==> src/rtl/ex_mul_unit_pkg.sv <==
// Shared core definitions for the execute-stage multiplier: ALU opcode, widths and FSM state encodings.
package ex_mul_unit_pkg;
  localparam int XLEN  = 32;
  localparam int CNT_W = 5;

  localparam logic [3:0] ALU_OP_MUL = 4'b1010;

  typedef enum logic [1:0] {
    ST_IDLE = 2'd0,
    ST_BUSY = 2'd1,
    ST_DONE = 2'd2
  } state_t;
endpackage

==> src/rtl/ex_mul_unit_mul_datapath.sv <==
// Shift-add multiplier datapath: acc/mcand/mplier/cnt registers and adder, driven by load/step/clear strobes.
// MUL_EARLY_EXIT_EN adds a zero test on the remaining multiplier bits to finish early.
import ex_mul_unit_pkg::*;

module mul_datapath #(
  parameter int XLEN  = ex_mul_unit_pkg::XLEN,
  parameter int CNT_W = ex_mul_unit_pkg::CNT_W
) (
  input  logic            clk,
  input  logic            rst_n,
  input  logic            load,
  input  logic            step,
  input  logic            clear,
  input  logic [XLEN-1:0] op_a,
  input  logic [XLEN-1:0] op_b,
  output logic [XLEN-1:0] acc,
  output logic            finish
);
  logic [XLEN-1:0]  mcand;
  logic [XLEN-1:0]  mplier;
  logic [CNT_W-1:0] cnt;
  logic             last;

  always_ff @(posedge clk or negedge rst_n) begin
    if (!rst_n) begin
      acc    <= '0;
      mcand  <= '0;
      mplier <= '0;
      cnt    <= '0;
    end else if (clear) begin
      acc    <= '0;
      mcand  <= '0;
      mplier <= '0;
      cnt    <= '0;
    end else if (load) begin
      acc    <= '0;
      mcand  <= op_a;
      mplier <= op_b;
      cnt    <= '0;
    end else if (step) begin
      if (mplier[0]) acc <= acc + mcand;
      mcand  <= mcand << 1;
      mplier <= mplier >> 1;
      cnt    <= cnt + 1'b1;
    end
  end

  assign last = (cnt == CNT_W'(XLEN - 1));

  // finish is sampled on the edge that performs the current iteration
`ifdef MUL_EARLY_EXIT_EN
  assign finish = last || (mplier[XLEN-1:1] == '0);
`else
  assign finish = last;
`endif
endmodule

==> src/rtl/ex_mul_unit.sv <==
// Execute-stage iterative multiplier: stalls the front end, runs XLEN shift-add steps, emits a one-cycle result beat.
// Optional MUL_EARLY_EXIT_EN (in mul_datapath) ends the iteration once the remaining multiplier bits are zero.
import ex_mul_unit_pkg::*;

module ex_mul_unit #(
  parameter int XLEN  = ex_mul_unit_pkg::XLEN,
  parameter int CNT_W = ex_mul_unit_pkg::CNT_W
) (
  input  logic            clk,
  input  logic            reset,
  input  logic [XLEN-1:0] in_data_register_rs1,
  input  logic [XLEN-1:0] in_data_register_rs2,
  input  logic [4:0]      in_reg_rd,
  input  logic [3:0]      in_alu_operation_type,
  input  logic            in_write_register,
  input  logic            in_flush,
  output logic            out_stall,
  output logic            out_valid,
  output logic [XLEN-1:0] out_result,
  output logic [4:0]      out_reg_rd,
  output logic            out_write_register,
  output logic            out_busy
);
  state_t          state;
  logic [4:0]      rd_q;
  logic            wr_q;
  logic            mul_req;
  logic            load;
  logic            step;
  logic            clear;
  logic            finish;
  logic [XLEN-1:0] acc;

  assign mul_req = (in_alu_operation_type == ALU_OP_MUL) && !in_flush;

  always_comb begin
    load  = (state == ST_IDLE) && mul_req;
    step  = (state == ST_BUSY) && !in_flush;
    clear = (state != ST_IDLE) && (in_flush || (state == ST_DONE));
  end

  always_ff @(posedge clk or negedge reset) begin
    if (!reset) begin
      state <= ST_IDLE;
      rd_q  <= '0;
      wr_q  <= 1'b0;
    end else begin
      case (state)
        ST_IDLE: if (mul_req) begin
          state <= ST_BUSY;
          rd_q  <= in_reg_rd;
          wr_q  <= in_write_register;
        end
        ST_BUSY: begin
          if (in_flush)    state <= ST_IDLE;
          else if (finish) state <= ST_DONE;
        end
        ST_DONE: state <= ST_IDLE;
        default: state <= ST_IDLE;
      endcase
    end
  end

  mul_datapath #(.XLEN(XLEN), .CNT_W(CNT_W)) u_datapath (
    .clk    (clk),
    .rst_n  (reset),
    .load   (load),
    .step   (step),
    .clear  (clear),
    .op_a   (in_data_register_rs1),
    .op_b   (in_data_register_rs2),
    .acc    (acc),
    .finish (finish)
  );

  // Stall covers the request cycle combinationally so ID/EX bubbles on the accept edge
  assign out_stall          = reset && (((state == ST_IDLE) && mul_req) || (state == ST_BUSY));
  assign out_valid          = (state == ST_DONE) && !in_flush;
  assign out_result         = out_valid ? acc : '0;
  assign out_reg_rd         = rd_q;
  assign out_write_register = wr_q && out_valid;
  assign out_busy           = (state != ST_IDLE);
endmodule
==> config.mk <==
export PLATFORM = sky130hd
export DESIGN_NAME = ex_mul_unit
export DESIGN_NICKNAME = d
export VERILOG_FILES = /design/src/rtl/ex_mul_unit_pkg.sv /design/src/rtl/ex_mul_unit_mul_datapath.sv /design/src/rtl/ex_mul_unit.sv
export SDC_FILE = /design/constraint.sdc
export NUM_CORES = 1
export LEC_CHECK = 0
export CAP_MARGIN = 20
export CORE_ASPECT_RATIO = 0.7
export CORE_MARGIN = 1
export CORE_UTILIZATION = 30
export CTS_CLUSTER_SIZE = 40
export DETAILED_ROUTE_END_ITERATION = 10
export SETUP_SLACK_MARGIN = 0.3
export SYNTH_ARGS = -nofsm -noshare
export SYNTH_HDL_FRONTEND = slang
export SYNTH_SLANG_ARGS = --single-unit
==> constraint.sdc <==
create_clock -name clk -period 7.4 [get_ports clk]
set_input_delay 1.48 -clock clk [delete_from_list [all_inputs] [get_ports clk]]
set_output_delay 1.48 -clock clk [all_outputs]
set_load 0.005 [all_outputs]
### Word level (Yosys, flattened, before mapping)

Cells that the tools add are included.

* add/sub/neg operators: 2
* equality and inequality tests: 6
* mux-type cells: 18
* reductions and logical operators: 17

Operators by type and width (count)
* 32-bit 2-to-1 mux: 11
* 32-bit adder: 1
* 5-bit 2-to-1 mux: 3
* 1-bit logical AND: 7
* 2-bit 2-to-1 mux: 3
* 2-bit AND reduction: 3
* 3-bit nonzero test: 2
* 5-bit by 1-bit adder with 5-bit output (second input constant): 1
* 5-bit equality test (second input constant): 1
* 4-bit equality test (second input constant): 1
* 2-bit one-hot mux with 2 select lines: 1
* 3-bit != test (second input constant): 1
* 2-bit by 1-bit equality test with 1-bit output (second input constant): 1
* 2-bit equality test (second input constant): 1
* 2-bit zero test: 1
* 1-bit logical OR: 2
* 2-bit != test (second input constant): 1
* 2-bit nonzero test: 1
* 1-bit zero test: 1

* flip-flop bits (word level): 109
* logic and storage cells: 50

### Logic depth before layout (Yosys ltp)

* depth in word-level cells: 5
* gate-level depth with buffers: 13

### Cells and area by module

A second synthesis with hierarchy kept.

* cells, all modules: 821
* area total of the unflattened synthesis: 7034.2 um^2

By module, submodules not included
* mul_datapath: times used 1, cells each 755, area each 6442.4 um^2, sequential area each 2527.4 um^2
* ex_mul_unit: times used 1, cells each 66, area each 591.8 um^2, sequential area each 200.2 um^2

### Least setup slack after synthesis

Ideal clock, no wire load.

* path kind: input-to-output
* start: in in_flush
* end: out out_result[22]
* data arrival time: 2299 ps
* setup slack: 3621 ps
* stages on the path: 3
* cells stage by stage: nor3b_1 > clkbuf_1 > and2_1

* cells in the longest elaborated chain, start to end: 3

RTL lines
* start, declared: line ex_mul_unit.sv:16 `input logic in_flush,`
* 1-bit zero test: line ex_mul_unit.sv:78 `assign out_valid = (state == ST_DONE) && !in_flush;`
* 1-bit logical AND: line ex_mul_unit.sv:78
* net out_valid: line ex_mul_unit.sv:18 `output logic out_valid,`
* 32-bit 2-to-1 mux: line ex_mul_unit.sv:79 `assign out_result = out_valid ? acc : '0;`
* end, declared: line ex_mul_unit.sv:19 `output logic [XLEN-1:0] out_result,`

The timed path passes the listed nets, and every way through them passes these cells.

### Final worst setup path

* start: in in_flush
* end: out out_result[12]

* cells in the longest elaborated chain, start to end: 3

RTL lines (line)
* 1-bit zero test: ex_mul_unit.sv:78
* 1-bit logical AND: ex_mul_unit.sv:78
* 32-bit 2-to-1 mux: ex_mul_unit.sv:79

No other way between the ends.

==> flow_metrics.env <==
export IMPL_max_clock_freq_mhz=203
export IMPL_drt_iter0_drc=323
export IMPL_maxCapViolations=0
export IMPL_syn_avg_cell_area_sq_um=9.17
export IMPL_ant_nets=0
export IMPL_row_count=43
export IMPL_clk_pin_slew_ps=80
export IMPL_vias=5369
export IMPL_async_flop_share_pct=100
export IMPL_crit_family="buffers and inverters"
export IMPL_slew_headroom_pct=31.9
export IMPL_worst_path_buf_inv=3
export IMPL_worstSetupStartpoint="in_flush"
export IMPL_cts_sinks=109
export IMPL_hold_viol_final=0
export IMPL_min_path_type="flop to flop"
export IMPL_cts_tree="done"
export IMPL_synth_distinct_cells=56
export IMPL_wl_per_cell_microns=16.4
export IMPL_clk_path_buf_depth=2
export IMPL_setup_tns_ps=0
export IMPL_crit_top_cell="clkdlybuf4s50_1"
export IMPL_path_class="primary input to output pin"
export IMPL_holdBufCountCts=0
export IMPL_antenna_cells=0
export IMPL_final_core_util_pct=39.6
export IMPL_start_util_pct=31.1
export IMPL_fp_dieW_microns=175
export IMPL_coreArea_sq_mm=0.0201
export IMPL_cp_start_kind="primary input"
export IMPL_root_buffer="clkbuf_16"
export IMPL_finalSetupViolCount=0
export IMPL_drive_gt1_share_pct=6.02
export IMPL_io_buffer_count=117
export IMPL_cts_setup_buffers=0
export IMPL_r2r_setup_slack_ps=4340
export IMPL_cp_max_fo=30
export IMPL_r2r_start="u_datapath.acc[0]"
export IMPL_syn_to_final_growth_pct=27.4
export IMPL_worstHoldStart="u_datapath.mplier[29]"
export IMPL_dp_hpwl_microns=11400
export IMPL_synthFlopType="dfrtp_1"
export IMPL_synth_edf_count=0
export IMPL_post_cts_resize_count=0
export IMPL_cp_slowest_cell="clkdlybuf4s50_1"
export IMPL_ios=118
export IMPL_period_needed_ps=4920
export IMPL_skew_ps=11.3
export IMPL_cpPeakStageDelay_ps=560
export IMPL_period_share_pct=66.5
export IMPL_tightest_slew_ps=1020
export IMPL_grt_antenna_before_repair=0
export IMPL_cp_end_kind="output pin"
export IMPL_irDropWorstVdd_mv=0.0903
export IMPL_fp_dieArea_sq_mm=0.0215
export IMPL_cp_required_ps=5920
export IMPL_crit_arrival_ps=3440
export IMPL_seq_area_frac_synth_pct=43.6
export IMPL_first_pass_iters=5
export IMPL_cts_buffers=9
export IMPL_drc=0
export IMPL_synthCells=683
export IMPL_grt_use_total_pct=16.6
export IMPL_grt_ovfl_total=0
export IMPL_grt_max_degree=88
export IMPL_clkLatencyLatePin_ps=370
export IMPL_powerDensity_mw_per_mm2=186
export IMPL_mostFrequentLayoutCells="clkdlybuf4s50_1 (116), dfrtp_1 (109), nand2_1 (93)"
export IMPL_drt_wl_total_microns=17200
export IMPL_grt_pass1_wl_microns=27700
export IMPL_htreeDepth=3
export IMPL_ys_warn_count=0
export IMPL_ys_seq_elements=109
export IMPL_nets=887
export IMPL_p_leak_uw=0.00368
export IMPL_rsz0062_at_grt="no"
export IMPL_path_cells="clkdlybuf4s50_1, nor3b_2, buf_4, and2_1, clkdlybuf4s50_1"
export IMPL_synthesis_nets=794
export IMPL_slew_violations=0
export IMPL_die_y_microns=123
export IMPL_syn_area_sq_mm=0.00626
export IMPL_grt_pass1_vias=5064
export IMPL_layout_commonest_cell="clkdlybuf4s50_1"
export IMPL_viasPerCell=5.11
export IMPL_gp_congestion=0.847
export IMPL_status="finished clean"
report_power, final:
| group | leakage [uW] | internal (uW) | switching [uW] |
|---|---|---|---|
| logic | 0.00206 | 128 | 137 |
| clock network | 0.000146 | 238 | 248 |
| registers | 0.00147 | 670 | 58.4 |
sequential cells by signal, summed over array words and instances (netlist names):
name	flops
out_reg_rd	5
state	2
u_datapath.acc	32
u_datapath.cnt	5
u_datapath.mcand	32
u_datapath.mplier	32
wr_q	1
kinds of logic (layout without fill, tap and decap cells):
family / after synthesis / in the layout / synth area share, %
and+or+nand+nor: 268 / 268 / 20.7
AOI/OAI and AO/OA: 184 / 184 / 20.3
DFF: 109 / 109 / 43.6
buffers and inverters: 52 / 150 / 3.28
adders and majority gates: 34 / 34 / 6.91
xor gates and xnor gates: 29 / 29 / 4.06
muxes: 7 / 7 / 1.24
worst min-delay path: cells and delay by family, from the launching register on:
kind / cells / cell delay [ps]
simple gates: 2 / 110
flops: 1 / 350
area by class of cell:
type / count / area (sq um)
clock buffers: 9 / 225
well taps: 270 / 338
repair buffers: 124 / 1220
flip-flops and latches: 109 / 2730
clock inverters: 7 / 65.1
multi-input cells: 522 / 3360
inverters: 10 / 37.5
fillers: 2026 / 12100
synthesized netlist by cell type (all sizes together), types with 2 or more instances:
| cell type | count | share of area [%] |
|---|---|---|
| dfrtp | 109 | 44 |
| nand2 | 94 | 5.7 |
| nand3 | 88 | 7.0 |
| a22oi | 62 | 7.4 |
| o21ai | 40 | 3.2 |
| and2 | 36 | 3.6 |
| clkbuf | 36 | 2.2 |
| ha | 33 | 6.6 |
| a21oi | 30 | 2.5 |
| nor2 | 20 | 1.2 |
| xor2 | 16 | 2.2 |
| a21o | 15 | 1.8 |
| xnor2 | 13 | 1.8 |
| inv | 10 | 0.60 |
| buf | 6 | 0.52 |
| mux2 | 6 | 1.1 |
| o21bai | 6 | 0.72 |
| nand2b | 5 | 0.50 |
| nor2b | 5 | 0.50 |
| o31ai | 5 | 0.60 |
| a211oi | 4 | 0.56 |
| and3 | 4 | 0.40 |
| nand4 | 4 | 0.40 |
| a31oi | 3 | 0.54 |
| nor3 | 3 | 0.24 |
| nor3b | 3 | 0.36 |
| o211ai | 3 | 0.52 |
| a21boi | 2 | 0.24 |
| a32o | 2 | 0.32 |
| o21a | 2 | 0.24 |
| o221ai | 2 | 0.28 |
| or2 | 2 | 0.20 |
path summary, 6_finish.rpt:
| path | depth (start not counted) | end |
|---|---|---|
| setup reg to reg | 13 | u_datapath.acc[30] |
| setup / recovery | 5 | out_result[12] |
| min in group asynchronous | 2 | u_datapath.acc[18] |
| hold / removal | 2 | u_datapath.mplier[29] |
| max in group asynchronous | 3 | u_datapath.mcand[18] |
| hold reg to reg | 2 | u_datapath.mplier[29] |
metrics by stage:
| step | power [uW] | std cells | setup WS [ps] | hold WS [ps] | cell area (sq um) |
|---|---|---|---|---|---|
| after floorplan | 883 | 683 | 3620 | 447 | 6260 |
| after global placement | 999 | 1035 | 2520 | 472 | 7690 |
| after detailed placement | 1000 | 1035 | 2450 | 479 | 7690 |
| after CTS | 1500 | 1051 | 2450 | 497 | 7980 |
| after global routing | 1560 | 1051 | 2310 | 516 | 7980 |
| final | 1480 | 1051 | 2480 | 492 | 7980 |
per-layer routing:
metal	track usage [%]	share of wire, %	vias up
li1	-	-	2650
met1	25.4	53	2575
met2	23.5	41	131
met3	3.35	4.5	13
met4	3.70	0.83	0
met5	0	0	-
No activity file was read; power rests on OpenSTA's default activity.
